`src/rtl/packet_com_arbiter_pkg.sv`:
```
// Shared definitions for the packet_com arbiter: FSM encodings, header tag and
// payload limits used by the arbiter and anything feeding packet_com.
package packet_com_arbiter_pkg;

  localparam logic [2:0] ST_IDLE  = 3'd0;
  localparam logic [2:0] ST_START = 3'd1;
  localparam logic [2:0] ST_HDR   = 3'd2;
  localparam logic [2:0] ST_DATA  = 3'd3;
  localparam logic [2:0] ST_PAD   = 3'd4;
  localparam logic [2:0] ST_DRAIN = 3'd5;

  localparam logic [3:0] HDR_TAG_DEFAULT = 4'hA;
  localparam logic [6:0] MAX_PAYLOAD     = 7'd126;

  // 127 payload bytes plus the header would overflow packet_com's 7-bit size.
  function automatic logic [6:0] clamp_size(input logic [6:0] size);
    return (size == 7'd127) ? MAX_PAYLOAD : size;
  endfunction

endpackage

```
`src/rtl/packet_com_arbiter_if.sv`:
```
// Producer-side and packet_com-side signals of the arbiter, seen from the arbiter
// (master) or from the producers/link (slave).
interface packet_com_arbiter_if #(
  parameter int N_REQ = 4
);
  // Producer handshake: a byte moves on a cycle where i_write[i] & o_ready[i] are
  // both high at the clock edge. Link handshake: a byte moves on every o_write,
  // and o_write is only raised while i_com_ready is high.
  logic [N_REQ-1:0]   i_req;
  logic [7*N_REQ-1:0] i_size;
  logic [8*N_REQ-1:0] i_dat;
  logic [N_REQ-1:0]   i_write;
  logic [N_REQ-1:0]   o_grant;
  logic [N_REQ-1:0]   o_ready;
  logic [N_REQ-1:0]   o_done;
  logic               o_abort;
  logic               o_start_packet;
  logic [6:0]         o_packet_size;
  logic [7:0]         o_dat;
  logic               o_write;
  logic               i_com_ready;
  logic               i_packet_ongoing;

  modport master (
    input  i_req, i_size, i_dat, i_write, i_com_ready, i_packet_ongoing,
    output o_grant, o_ready, o_done, o_abort, o_start_packet, o_packet_size,
           o_dat, o_write
  );

  modport slave (
    output i_req, i_size, i_dat, i_write, i_com_ready, i_packet_ongoing,
    input  o_grant, o_ready, o_done, o_abort, o_start_packet, o_packet_size,
           o_dat, o_write
  );

endinterface

```
`src/rtl/packet_com_arbiter_rr.sv`:
```
// Combinational round-robin pick: first requester strictly after the last-grant
// pointer, wrapping, so the last owner has lowest priority.
module packet_com_arbiter_rr #(
  parameter  int N_REQ = 4,
  localparam int IW    = $clog2(N_REQ)
) (
  input  logic [N_REQ-1:0] i_req,
  input  logic [IW-1:0]    i_ptr,
  output logic [N_REQ-1:0] o_grant,
  output logic [IW-1:0]    o_idx,
  output logic             o_any
);

  localparam logic [IW:0] NR = (IW+1)'(N_REQ);

  logic [IW:0] w_j;

  always_comb begin
    o_grant = '0;
    o_idx   = '0;
    o_any   = 1'b0;
    w_j     = '0;
    for (int k = 1; k <= N_REQ; k++) begin
      w_j = {1'b0, i_ptr} + (IW+1)'(k);
      if (w_j >= NR) w_j = w_j - NR;
      if (!o_any && i_req[w_j[IW-1:0]]) begin
        o_any                 = 1'b1;
        o_grant[w_j[IW-1:0]]  = 1'b1;
        o_idx                 = w_j[IW-1:0];
      end
    end
  end

endmodule

```
`src/rtl/packet_com_arbiter.sv`:
```
// Shares one packet_com link between N_REQ producers: whole-packet round-robin,
// 1-byte channel header, zero padding when the owner stalls past TIMEOUT_CYC.
module packet_com_arbiter
  import packet_com_arbiter_pkg::*;
#(
  parameter int         N_REQ       = 4,
  parameter logic [3:0] HDR_TAG     = HDR_TAG_DEFAULT,
  parameter int         TIMEOUT_CYC = 4096
) (
  input  logic                i_clk,
  input  logic                i_reset_n,
  packet_com_arbiter_if.master bus,
  output logic [2:0]          o_dbg_state
);

  localparam int IW = $clog2(N_REQ);
  localparam int TW = $clog2(TIMEOUT_CYC + 1);

  logic [2:0]       r_state;
  logic [IW-1:0]    r_idx;
  logic [IW-1:0]    r_ptr;
  logic [N_REQ-1:0] r_grant;
  logic [6:0]       r_size;
  logic [6:0]       r_rem;
  logic [TW-1:0]    r_timer;

  logic [N_REQ-1:0] w_arb_grant;
  logic [IW-1:0]    w_arb_idx;
  logic             w_arb_any;
  logic [6:0]       w_new_size;
  logic [7:0]       w_g_dat;
  logic             w_g_write;
  logic             w_data_rdy;
  logic             w_data_wr;
  logic             w_pad_wr;
  logic             w_hdr_wr;
  logic             w_timeout;
  logic             w_drain_done;

  packet_com_arbiter_rr #(.N_REQ(N_REQ)) u_rr (
    .i_req   (bus.i_req),
    .i_ptr   (r_ptr),
    .o_grant (w_arb_grant),
    .o_idx   (w_arb_idx),
    .o_any   (w_arb_any)
  );

  // Slice selection written as explicit muxes to keep index arithmetic narrow.
  always_comb begin
    w_new_size = '0;
    w_g_dat    = '0;
    w_g_write  = 1'b0;
    for (int i = 0; i < N_REQ; i++) begin
      if (w_arb_idx == IW'(i)) w_new_size = clamp_size(bus.i_size[7*i +: 7]);
      if (r_idx == IW'(i)) begin
        w_g_dat   = bus.i_dat[8*i +: 8];
        w_g_write = bus.i_write[i];
      end
    end
  end

  always_comb begin
    w_data_rdy   = (r_state == ST_DATA) && bus.i_com_ready && (r_rem != 7'd0);
    w_data_wr    = w_data_rdy && w_g_write;
    w_pad_wr     = (r_state == ST_PAD) && bus.i_com_ready && (r_rem != 7'd0);
    w_hdr_wr     = (r_state == ST_HDR) && bus.i_com_ready;
    w_timeout    = (r_state == ST_DATA) && !w_data_wr && (r_rem != 7'd0) &&
                   (r_timer == TW'(TIMEOUT_CYC - 1));
    w_drain_done = (r_state == ST_DRAIN) && !bus.i_packet_ongoing;

    bus.o_grant        = r_grant;
    bus.o_ready        = w_data_rdy ? r_grant : '0;
    bus.o_done         = w_drain_done ? r_grant : '0;
    bus.o_abort        = w_timeout;
    bus.o_start_packet = (r_state == ST_START);
    bus.o_packet_size  = (r_state == ST_START) ? (r_size + 7'd1) : 7'd0;
    bus.o_write        = w_hdr_wr || w_data_wr || w_pad_wr;
    bus.o_dat          = 8'h00;
    if (r_state == ST_HDR)       bus.o_dat = {HDR_TAG, 4'(r_idx)};
    else if (r_state == ST_DATA) bus.o_dat = w_g_dat;
  end

  assign o_dbg_state = r_state;

  always_ff @(posedge i_clk or negedge i_reset_n) begin
    if (!i_reset_n) begin
      r_state <= ST_IDLE;
      r_idx   <= '0;
      r_ptr   <= IW'(N_REQ - 1);
      r_grant <= '0;
      r_size  <= '0;
      r_rem   <= '0;
      r_timer <= '0;
    end else begin
      case (r_state)
        ST_IDLE: begin
          if (w_arb_any) begin
            r_idx   <= w_arb_idx;
            r_grant <= w_arb_grant;
            r_size  <= w_new_size;
            r_rem   <= w_new_size;
            r_timer <= '0;
            r_state <= ST_START;
          end
        end
        ST_START: r_state <= ST_HDR;
        ST_HDR: begin
          if (bus.i_com_ready) r_state <= (r_rem != 7'd0) ? ST_DATA : ST_DRAIN;
        end
        ST_DATA: begin
          if (w_data_wr) begin
            r_rem   <= r_rem - 7'd1;
            r_timer <= '0;
            if (r_rem == 7'd1) r_state <= ST_DRAIN;
          end else if (r_rem == 7'd0) begin
            r_state <= ST_DRAIN;
          end else if (w_timeout) begin
            r_state <= ST_PAD;
          end else begin
            r_timer <= r_timer + TW'(1);
          end
        end
        ST_PAD: begin
          if (w_pad_wr) begin
            r_rem <= r_rem - 7'd1;
            if (r_rem == 7'd1) r_state <= ST_DRAIN;
          end
        end
        ST_DRAIN: begin
          if (w_drain_done) begin
            r_ptr   <= r_idx;
            r_grant <= '0;
            r_state <= ST_IDLE;
          end
        end
        default: r_state <= ST_IDLE;
      endcase
    end
  end

endmodule
```
`src/flat_wrapper.sv`:
```
// flat-port wrapper written by rule: the top's interface ports become plain ports
module packet_com_arbiter_flat import packet_com_arbiter_pkg::*;
#(
  parameter int         N_REQ       = 4,
  parameter logic [3:0] HDR_TAG     = HDR_TAG_DEFAULT,
  parameter int         TIMEOUT_CYC = 4096
)
  (i_clk, i_reset_n, o_dbg_state, bus_i_req, bus_i_size, bus_i_dat, bus_i_write, bus_i_com_ready, bus_i_packet_ongoing, bus_o_grant, bus_o_ready, bus_o_done, bus_o_abort, bus_o_start_packet, bus_o_packet_size, bus_o_dat, bus_o_write);
  packet_com_arbiter_if #(.N_REQ(N_REQ)) bus_i ();
  input  logic i_clk;
  input  logic i_reset_n;
  output logic [2:0] o_dbg_state;
  input wire logic [$bits(bus_i.i_req)-1:0] bus_i_req;
  input wire logic [$bits(bus_i.i_size)-1:0] bus_i_size;
  input wire logic [$bits(bus_i.i_dat)-1:0] bus_i_dat;
  input wire logic [$bits(bus_i.i_write)-1:0] bus_i_write;
  input wire logic [$bits(bus_i.i_com_ready)-1:0] bus_i_com_ready;
  input wire logic [$bits(bus_i.i_packet_ongoing)-1:0] bus_i_packet_ongoing;
  output wire logic [$bits(bus_i.o_grant)-1:0] bus_o_grant;
  output wire logic [$bits(bus_i.o_ready)-1:0] bus_o_ready;
  output wire logic [$bits(bus_i.o_done)-1:0] bus_o_done;
  output wire logic [$bits(bus_i.o_abort)-1:0] bus_o_abort;
  output wire logic [$bits(bus_i.o_start_packet)-1:0] bus_o_start_packet;
  output wire logic [$bits(bus_i.o_packet_size)-1:0] bus_o_packet_size;
  output wire logic [$bits(bus_i.o_dat)-1:0] bus_o_dat;
  output wire logic [$bits(bus_i.o_write)-1:0] bus_o_write;
  assign bus_i.i_req = bus_i_req;
  assign bus_i.i_size = bus_i_size;
  assign bus_i.i_dat = bus_i_dat;
  assign bus_i.i_write = bus_i_write;
  assign bus_i.i_com_ready = bus_i_com_ready;
  assign bus_i.i_packet_ongoing = bus_i_packet_ongoing;
  assign bus_o_grant = bus_i.o_grant;
  assign bus_o_ready = bus_i.o_ready;
  assign bus_o_done = bus_i.o_done;
  assign bus_o_abort = bus_i.o_abort;
  assign bus_o_start_packet = bus_i.o_start_packet;
  assign bus_o_packet_size = bus_i.o_packet_size;
  assign bus_o_dat = bus_i.o_dat;
  assign bus_o_write = bus_i.o_write;
  packet_com_arbiter #(.N_REQ(N_REQ), .HDR_TAG(HDR_TAG), .TIMEOUT_CYC(TIMEOUT_CYC)) u_core (.i_clk(i_clk), .i_reset_n(i_reset_n), .bus(bus_i), .o_dbg_state(o_dbg_state));
endmodule
```
`config.mk`:
```
export PLATFORM = sky130hd
export DESIGN_NAME = packet_com_arbiter_flat
export DESIGN_NICKNAME = d
export VERILOG_FILES = /design/src/rtl/packet_com_arbiter_pkg.sv /design/src/rtl/packet_com_arbiter_if.sv /design/src/rtl/packet_com_arbiter_rr.sv /design/src/rtl/packet_com_arbiter.sv /design/src/flat_wrapper.sv
export SDC_FILE = /design/constraint.sdc
export NUM_CORES = 1
export LEC_CHECK = 0
export BUFFER_PORTS_ARGS = -buffer_cell sky130_fd_sc_hd__buf_2
export CAP_MARGIN = 30
export CELL_PAD_IN_SITES_DETAIL_PLACEMENT = 1
export CELL_PAD_IN_SITES_GLOBAL_PLACEMENT = 1
export CORE_MARGIN = 3
export CORE_UTILIZATION = 36
export CTS_BUF_LIST = sky130_fd_sc_hd__clkbuf_8
export DETAILED_ROUTE_END_ITERATION = 7
export GPL_ROUTABILITY_DRIVEN = 1
export GPL_TIMING_DRIVEN = 0
export PLACE_DENSITY = 0.81
export SLEW_MARGIN = 0
export SYNTH_ARGS = -nofsm -noshare
export SYNTH_HDL_FRONTEND = slang
export SYNTH_SLANG_ARGS = --single-unit
```
`constraint.sdc`:
```
create_clock -name i_clk -period 2.65 [get_ports i_clk]
set_clock_uncertainty 0.1 [all_clocks]
set_input_delay 0.1325 -clock i_clk [delete_from_list [all_inputs] [get_ports i_clk]]
set_output_delay 0.1325 -clock i_clk [all_outputs]
set_load 0.01 [all_outputs]
```
==> impl_metrics.ini <==
[routing]
drt-vias-per-instance = 5.63
drtAntennaViolNets = 0
met2WireLength_mm = 6.26
routed_wl_mm = 12.1
highest_layer = met4
dr.pass1.iters = 5
drt_iter0_drc = 142
met1_length_mm = 4.93
wl_per_cell_um = 18.7
route.detailed.drc = 0
routed-via-count = 3623
met3WireLength_um = 733

[global_routing]
grt_pass1_wl_mm = 18.3
antenna_found_initial = 0
grt_usage_pct = 21.5
grt_pass1_vias = 3767
grt_overflow = 0
grt_max_degree = 39

[worst_hold_path]
hold_path.class = input pin to flip-flop
min-delay-start = bus_i_size[11]
min_to = u_core.r_rem[4]$_DFFE_PN0P_
hold_depth = 3

[worst_setup_path]
worst-setup-path-type = flip-flop to flip-flop
rrSetupSlack_ns = 0.06
path_max_fanout = 7
crit_family = multiplexers
start_kind = flip-flop
end_kind = flip-flop
max_stage_delay_ns = 0.58
critical_path_buf_inv_count = 3
r2r_end = u_core.r_rem[1]$_DFFE_PN0P_
worstPathArrival_ns = 2.66
cp_slowest_cell = dfstp_2
r2r-start = u_core.r_ptr[0]$_DFFE_PN1P_
ff2ff_path_depth = 8
required_ns = 2.72
cp_cell_sequence = buf_6 > mux4_2 > a211oi_2 > o21a_1 > buf_6 > buf_12 > mux2i_1 > o221ai_1
cpMostUsedCell = buf_6

[cells_and_area]
final_common_cell = buf_2
layout-drive-gt1-share_pct = 40.3
final_util_pct = 51.6
n_antenna_cell = 0
final_area_um2 = 4630
nNetsFinal = 601
area_growth_pct = 35.9
final_cell_mix = buf_2 (112), nand2_1 (37), nor2_1 (36), dfrtp_1 (36), o21ai_0 (24)

[logic_synthesis]
synth_area_per_cell_um2 = 8.81
synth_cells = 387
synth_edf_count = 0
ys_types = 69
ys_seq_elements = 38
yosysWarningCount = 0
syn-num-nets = 471
ys_async_sr_fraction_pct = 100
synth-main-ff-cell = dfrtp_1
synth_area_um2 = 3410
yosysSeqAreaShare_pct = 28.0

[pwr]
leakage_uw = 0.00203
powerDensity_nw_per_um2 = 1150
peakVddDrop_mv = 0.547

[sta]
fin_crit_sh_pct = 97.6
finalSetupViolCount = 0
tightest_slew_ns = 0.884
drv_slew = 0
relSlewSlack_pct = 41.1
hold_ws_ns = 0.101
fmax_mhz = 386
period_minus_slack_ns = 2.59
rsz0062_at_grt = true
finalHoldViolations = 0

[job]
cap_viol_max_count = 0

[status]
status = completed

[clocking]
clockBufferDepth = 2
cts.sinks = 38
cts_buffers = 5
clock_latency_ns = 0.30
cts_tree = done
clock_tree.root_cell = clkbuf_8
clkTransAtPathRegs_ns = 0.08
htreeDepth = 2

[die]
fp.dieW_um = 103
row_count = 34
core_area_um2 = 8980
initial_utilization_pct = 38.0
chipHeight_um = 103
dieArea_um2 = 10700
ios = 105

[placement]
gp_congestion = 0.884
post-dp-hpwl_mm = 8.73
placement.io_buffers = 104
placed_area_um2 = 4130
sequential cells by signal, indices dropped and copies added (netlist names):
name                flops
u_core.r_size           7
u_core.r_rem            7
u_core.bus.o_grant      4
u_core.r_timer         13
u_core.o_dbg_state      3
u_core.r_idx            2
u_core.r_ptr            2
final cells by class:
| type | instances | area, um^2 |
|---|---|---|
| buffer | 23 | 163 |
| tap | 126 | 158 |
| clock buffer | 5 | 68.8 |
| multi-input combinational | 313 | 2480 |
| timing repair buffer | 125 | 718 |
| fill | 1116 | 4350 |
| sequential | 38 | 953 |
| inverter | 11 | 52.6 |
| clock inverter | 3 | 40.0 |
worst max-delay path by stage:
stage | startpoint | endpoint | depth (start not counted)
floorplan | u_core.r_ptr[0]$_DFFE_PN1P_ | u_core.r_rem[1]$_DFFE_PN0P_ | 12
global placement | u_core.r_ptr[1]$_DFFE_PN1P_ | u_core.r_rem[2]$_DFFE_PN0P_ | 11
detailed placement | u_core.r_ptr[1]$_DFFE_PN1P_ | u_core.r_rem[2]$_DFFE_PN0P_ | 10
CTS | u_core.r_ptr[0]$_DFFE_PN1P_ | u_core.r_rem[2]$_DFFE_PN0P_ | 11
global route | u_core.r_rem[0]$_DFFE_PN0P_ | u_core.r_timer[7]$_DFFE_PN0P_ | 10
finish | u_core.r_ptr[0]$_DFFE_PN1P_ | u_core.r_rem[1]$_DFFE_PN0P_ | 8
tightest hold or removal path: stages:
cell	delay, ns
buf_2	0.11
mux2i_4	0.08
o221ai_2	0.14
cell usage after synthesis (all sizes together) (2+ instances only):
master / instances / area, um^2
nor3b: 5 / 37.5
buf: 18 / 121
o21ai: 30 / 161
nand3: 12 / 60.1
o211ai: 9 / 67.6
a22oi: 5 / 37.5
a311oi: 2 / 17.5
a31oi: 3 / 18.8
mux4: 8 / 184
or3: 6 / 37.5
o31ai: 5 / 37.5
clkbuf: 7 / 27.5
inv: 11 / 41.3
or3b: 2 / 17.5
or4: 2 / 15.0
a21oi: 12 / 63.8
nand3b: 2 / 15.0
mux2: 7 / 82.6
nor2: 41 / 174
mux2i: 18 / 180
dfrtp: 36 / 901
nand2: 39 / 151
o31a: 2 / 17.5
nand4: 6 / 43.8
a31o: 4 / 35.0
o21a: 3 / 22.5
xor2: 8 / 70.1
and3: 3 / 18.8
nor3: 8 / 40.0
o32ai: 2 / 25.0
a221oi: 2 / 23.8
o2111ai: 2 / 17.5
a222oi: 4 / 40.0
and3b: 3 / 26.3
nor2b: 7 / 43.8
nand2b: 2 / 12.5
o221ai: 14 / 123
dfstp: 2 / 52.6
ha: 12 / 150
and2: 10 / 62.6
xnor2: 3 / 26.3
stage by stage:
| step | setup TNS (ns) | setup WS (ns) | instances | total power (uW) |
|---|---|---|---|---|
| global placement | -4.65 | -0.335 | 617 | 3970 |
| floorplan | -0.0295 | -0.00328 | 387 | 3240 |
| CTS | 0 | 0.0000882 | 630 | 4760 |
| global route | -0.425 | -0.0640 | 644 | 5710 |
| finish | 0 | 0.0624 | 644 | 5310 |
| detailed placement | -5.86 | -0.401 | 617 | 4060 |
repair_timing:
action / CTS / global route
gates resized for setup: 13 / 31
endpoints found under the hold margin: 36 / 0
hold buffers: 1 / 0
pin swaps: 3 / 7
setup buffers: 5 / 14
cloned: 0 / 1
setup endpoints to repair: 20 / 35
layer usage:
metal  global-route usage [%]  vias up
met2                     40.5      131
met1                     25.4     1766
met5                        0        -
met3                     3.49       13
li1                         -     1713
met4                     5.28        0
power breakdown:
| part | internal (uW) | switching, uW |
|---|---|---|
| combinational | 1760 | 2060 |
| sequential | 787 | 205 |
| clock | 277 | 216 |
| total | 2820 | 2480 |
logic make-up after synthesis:
kind of cell | after synthesis | synth area share [%]
AND/OR/NAND/NOR | 149 | 22.4
AO/OA/AOI/OAI | 108 | 23.8
flip-flops | 38 | 28.0
buffers and inverters | 36 | 5.58
multiplexers | 33 | 13.1
adder cells (fa/ha/maj) | 12 | 4.41
XOR/XNOR | 11 | 2.83
No activity file was read; power rests on OpenSTA's default activity.
